### src/rtl/select_biggest_way.sv
// Registered unsigned max-select over NUM_WAY packed ways with a per-way enable mask.
// A balanced pairwise tree finds the largest enabled value and its lowest index.
`timescale 1ns/1ps

module select_biggest_way #(
    parameter int unsigned SINGLE_WAY_WIDTH_IN_BITS = 4,
    parameter int unsigned NUM_WAY = 16,
    localparam int unsigned INDEX_WIDTH = $clog2(NUM_WAY)
) (
    input  logic                                        clk_in,
    input  logic                                        reset_in,
    input  logic [SINGLE_WAY_WIDTH_IN_BITS*NUM_WAY-1:0] way_flatted_in,
    input  logic [NUM_WAY-1:0]                          condition_in,
    output logic [SINGLE_WAY_WIDTH_IN_BITS-1:0]         select_out,
    output logic [INDEX_WIDTH-1:0]                      select_index_out,
    output logic                                        select_valid_out
);

    localparam int unsigned W = SINGLE_WAY_WIDTH_IN_BITS;
    localparam int unsigned Levels = $clog2(NUM_WAY);
    // One spare slot so the right-child index of an odd tail never leaves the array.
    localparam int unsigned Slots = NUM_WAY + 1;

    logic                   node_valid [Levels+1][Slots];
    logic [W-1:0]           node_value [Levels+1][Slots];
    logic [INDEX_WIDTH-1:0] node_index [Levels+1][Slots];

    logic [W-1:0]           sel_value_d, sel_value_q;
    logic [INDEX_WIDTH-1:0] sel_index_d, sel_index_q;
    logic                   sel_valid_d, sel_valid_q;

    always_comb begin
        int n;
        logic take_right;
        for (int l = 0; l <= int'(Levels); l++) begin
            for (int i = 0; i < int'(Slots); i++) begin
                node_valid[l][i] = 1'b0;
                node_value[l][i] = '0;
                node_index[l][i] = '0;
            end
        end
        for (int i = 0; i < int'(NUM_WAY); i++) begin
            node_valid[0][i] = condition_in[i];
            node_value[0][i] = condition_in[i] ? way_flatted_in[i*W +: W] : '0;
            node_index[0][i] = INDEX_WIDTH'(i);
        end
        n = int'(NUM_WAY);
        take_right = 1'b0;
        for (int l = 1; l <= int'(Levels); l++) begin
            for (int i = 0; i < int'(NUM_WAY + 1) / 2; i++) begin
                if (2 * i + 1 < n) begin
                    // Right wins only when strictly larger, so ties keep the lower index.
                    take_right = node_valid[l-1][2*i+1] &&
                                 (!node_valid[l-1][2*i] ||
                                  (node_value[l-1][2*i+1] > node_value[l-1][2*i]));
                    node_valid[l][i] = node_valid[l-1][2*i] | node_valid[l-1][2*i+1];
                    node_value[l][i] = take_right ? node_value[l-1][2*i+1]
                                                  : node_value[l-1][2*i];
                    node_index[l][i] = take_right ? node_index[l-1][2*i+1]
                                                  : node_index[l-1][2*i];
                end else if (2 * i < n) begin
                    node_valid[l][i] = node_valid[l-1][2*i];
                    node_value[l][i] = node_value[l-1][2*i];
                    node_index[l][i] = node_index[l-1][2*i];
                end
            end
            n = (n + 1) / 2;
        end
        sel_valid_d = node_valid[Levels][0];
        sel_value_d = sel_valid_d ? node_value[Levels][0] : '0;
        sel_index_d = sel_valid_d ? node_index[Levels][0] : '0;
    end

    always_ff @(posedge clk_in or negedge reset_in) begin
        if (!reset_in) begin
            sel_value_q <= '0;
            sel_index_q <= '0;
            sel_valid_q <= 1'b0;
        end else begin
            sel_value_q <= sel_value_d;
            sel_index_q <= sel_index_d;
            sel_valid_q <= sel_valid_d;
        end
    end

    assign select_out       = sel_value_q;
    assign select_index_out = sel_index_q;
    assign select_valid_out = sel_valid_q;

endmodule

### config.mk
export PLATFORM = sky130hd
export DESIGN_NAME = select_biggest_way
export DESIGN_NICKNAME = d
export VERILOG_FILES = /design/src/rtl/select_biggest_way.sv
export SDC_FILE = /design/constraint.sdc
export NUM_CORES = 1
export LEC_CHECK = 0
export ABC_AREA = 1
export ABC_CLOCK_PERIOD_IN_PS = 800
export CAP_MARGIN = 25
export CORE_UTILIZATION = 25
export DETAILED_ROUTE_END_ITERATION = 6
export PLACE_DENSITY = 0.59
export SYNTH_ARGS = -nofsm -noshare
export SYNTH_HDL_FRONTEND = slang
export SYNTH_SLANG_ARGS = --single-unit
### constraint.sdc
create_clock -name clk_in -period 0.8 [get_ports clk_in]
set_input_delay 0.16 -clock clk_in [delete_from_list [all_inputs] [get_ports clk_in]]
set_output_delay 0.16 -clock clk_in [all_outputs]
set_load 0.005 [all_outputs]
==> summary.md <==
| Metric | Value |
|---|---|
| Clock tree buffer depth | 2 |
| GRT Residual Overflow | 0 |
| Worst rel slew slack | 0.715 |
| Critical Path Start Type | input pin |
| Bufs and invs on worst path | 12 |
| Cell variety after synth | 41 |
| DRT Pass-1 Iters | 4 |
| Compound-Gate Fraction of Synth Area | 0.169 |
| Post-synth top flop | dfrtp_1 |
| Area Growth Syn to Fin | 126% |
| Synth Area in Simple Gates | 0.438 |
| Largest family of logic cells by synthesized area | simple AND/OR/NAND/NOR gates |
| Syn_nets | 671 |
| Die width | 113 um |
| Leakage power total | 3.75 nW |
| Initial Utilization | 0.257 |
| Synth Area in XOR/XNOR | 0.00283 |
| Total global routing track utilization | 0.199 |
| Hold-fix buffers, CTS | 0 |
| Worst setup margin | -4.66 ns |
| Failing checks | negative setup slack |
| Die area | 12800 um2 |
| Critical Path Source | way_flatted_in[29] |
| Ratio of total power to cell area | 2040 nW/um2 |
| Layout cells sized above 1 | 0.567 |
| HP Class | in2async |
| Row cnt | 40 |
| First-pass GRT wire length | 21.5 mm |
| Post-synth EDFFs | 0 |
| DR iter-0 viols | 180 |
| Synthesized flop and latch total | 9 |
| Adder-Cell Fraction of Synth Area | 0.194 |
| Final hold violations | 0 |
| Final ANT Viol Nets | 0 |
| Fmax | 183 MHz |
| CP max stage cell | ha_1 |
| IO Port Bufs | 90 |
| # diodes | 0 |
| Max Cap Violations | 0 |
| Final period utilization | 6.82 |
| CP Capture Type | flip-flop |
| Commonest non-fill, non-tap cells in the layout | 256 x buf_4, 139 x nand2_1, 51 x nand2_2 |
| GP Congestion | 0.858 |
| Synth warn | 0 |
| Cell mode on critical path | nand2_1 |
| Filler Cell Count | 1003 |
| Post-Place Cells | 965 |
| Drc violations | 0 |
| Vias per cell | 4.67 |
| Core Area | 12100 um2 |
| Wirelength per Cell | 13.2 um |
| Initial antenna violation count | 0 |
| Commonest non-fill, non-tap cell in the layout | buf_4 |
| Slew Viols, Final | 0 |
| Max IR drop VDD | 1.43 mV |
| Syn_area_per_cell | 5.72 um2 |
| TritonCTS clock tree | built |
| Largest net degree at the start of global routing | 10 |
| Critical path class | in2reg |
| Seq/Total Area, Yosys | 0.0728 |
| Critical Path RT | 0.92 ns |
| Detailed placement HPWL | 8.70 mm |
| Drt total wl | 14.1 mm |
| Via count | 4983 |
| Final Critical Period | 5.46 ns |
| H-tree depth | 1 |
| Cell Area, Synth | 3090 um2 |
| CTS clk-pin slew, worst paths | 0.04 ns |
| Outcome | finished, violations left |
| Ys async rst share | 1.00 |
| RSZ-0062 raised after global routing | true |
| Die height | 113 um |
| Endpoints failing setup | 18 |
| Multiplexer share of the synthesized area | 0.00323 |
| Place WS | -5.21 ns |
| Delay of the slowest critical-path stage | 0.29 ns |
| CTS Buf Count | 3 |
| CTS sink cnt | 9 |
| Number of global-route vias before repair | 5081 |
| Root buf cell | clkbuf_16 |
| Post-Layout Cell Count | 1066 |
| Synth Instances | 541 |
| # IOs | 91 |
| Worst-Margin Slew | 0.426 ns |
| Worst-path fanout max | 7 |
| Final nets | 1029 |
| Critical path's top delay family | compound AO/OA/AOI/OAI gates |
| Worst path arrival time | 5.58 ns |
-- layout make-up --
type,instances,area [um2],share of cell area
multi-input cells,437,3270,0.466
repair buffers,361,2890,0.413
well taps,168,210,0.0300
flip-flops and latches,9,225,0.0321
repair inverters,1,3.75,0.000536
clock buffers,4,78.8,0.0112
inverters,86,330,0.0471
-- through the flow --
stage	hold WS (ns)	cell area (um2)	TNS, ns	power, mW	utilization
floorplan	-0.136	3160	-33.64	5.53	-
global placement	0.464	5530	-42.72	9.64	0.458
detailed placement	0.462	5530	-43.31	9.89	0.458
CTS	0.222	6640	-34.10	12.1	0.551
global route	0.264	7010	-39.96	15.3	0.581
finish	0.231	7010	-37.57	14.3	0.581
-- per-layer routing --
| metal | part of all wire | up-vias | GRT usage |
|---|---|---|---|
| li1 | - | 2470 | - |
| met1 | 0.40 | 2311 | 0.215 |
| met2 | 0.53 | 147 | 0.398 |
| met3 | 0.031 | 55 | 0.0145 |
| met4 | 0.035 | 0 | 0.0772 |
| met5 | 0 | - | 0 |
-- synth_stat cells (2+ instances only) --
master    count  area [um2]
a21oi_1      30         150
a31oi_1       2        12.5
and2_1        8        50.1
buf_2         3        15.0
clkbuf_1      4        15.0
clkinv_1      4        15.0
dfrtp_1       9         225
ha_1         48         601
inv_1        73         274
inv_2         9        33.8
nand2_1     182         683
nand2_2      14        87.6
nand2_4       7        78.8
nand3_1      40         200
nand3_2       4        40.0
nand3b_1      3        22.5
nand4_1       4        25.0
nor2_1       20        75.1
nor2_2        5        31.3
nor4_1        2        12.5
o211ai_1      5        37.5
o21a_1        3        22.5
o21ai_0      34         170
o21ai_1       3        15.0
o21bai_1      4        30.0
or2_1         5        31.3
or2_2         2        12.5
-- cell families (layout without fill, tap and decap cells) --
family                     Yosys count  in the layout
buffers and inverters               95            452
muxes                                1              1
DFF                                  9              9
adders and majority gates           48             48
AOI/OAI and AO/OA                   90             90
xor gates and xnor gates             1              1
and+or+nand+nor                    297            297
-- state kept, by name (all words and copies together), names as in the netlist --
name	cells
select_index_out	4
select_valid_out	1
select_out	4
-- where the power goes --
part	switching, mW	leakage, nW	total, mW	internal, mW
combinational	6.20	3.61	12.6	6.41
clock	0.223	0.0382	0.889	0.667
sequential	0.0501	0.105	0.776	0.726
total	6.47	3.75	14.3	7.81
-- path summary, 6_finish.rpt --
path | endpoint | slack [ns] | cells past startpoint
max in group asynchronous | select_index_out[2] | 0.27 | 1
min | select_out[2] | 0.23 | 1
max | select_index_out[0] | -4.66 | 48
min in group clk_in | select_valid_out | 0.69 | 8
-- timing repair --
| action | in CTS | in global routing |
|---|---|---|
| gates cloned | 1 | 0 |
| setup buffers | 86 | 14 |
| endpoints found under the setup margin | 18 | 18 |
| gates resized for setup | 280 | 82 |
| pin swaps | 125 | 63 |
(Power assumes the default switching activity.)
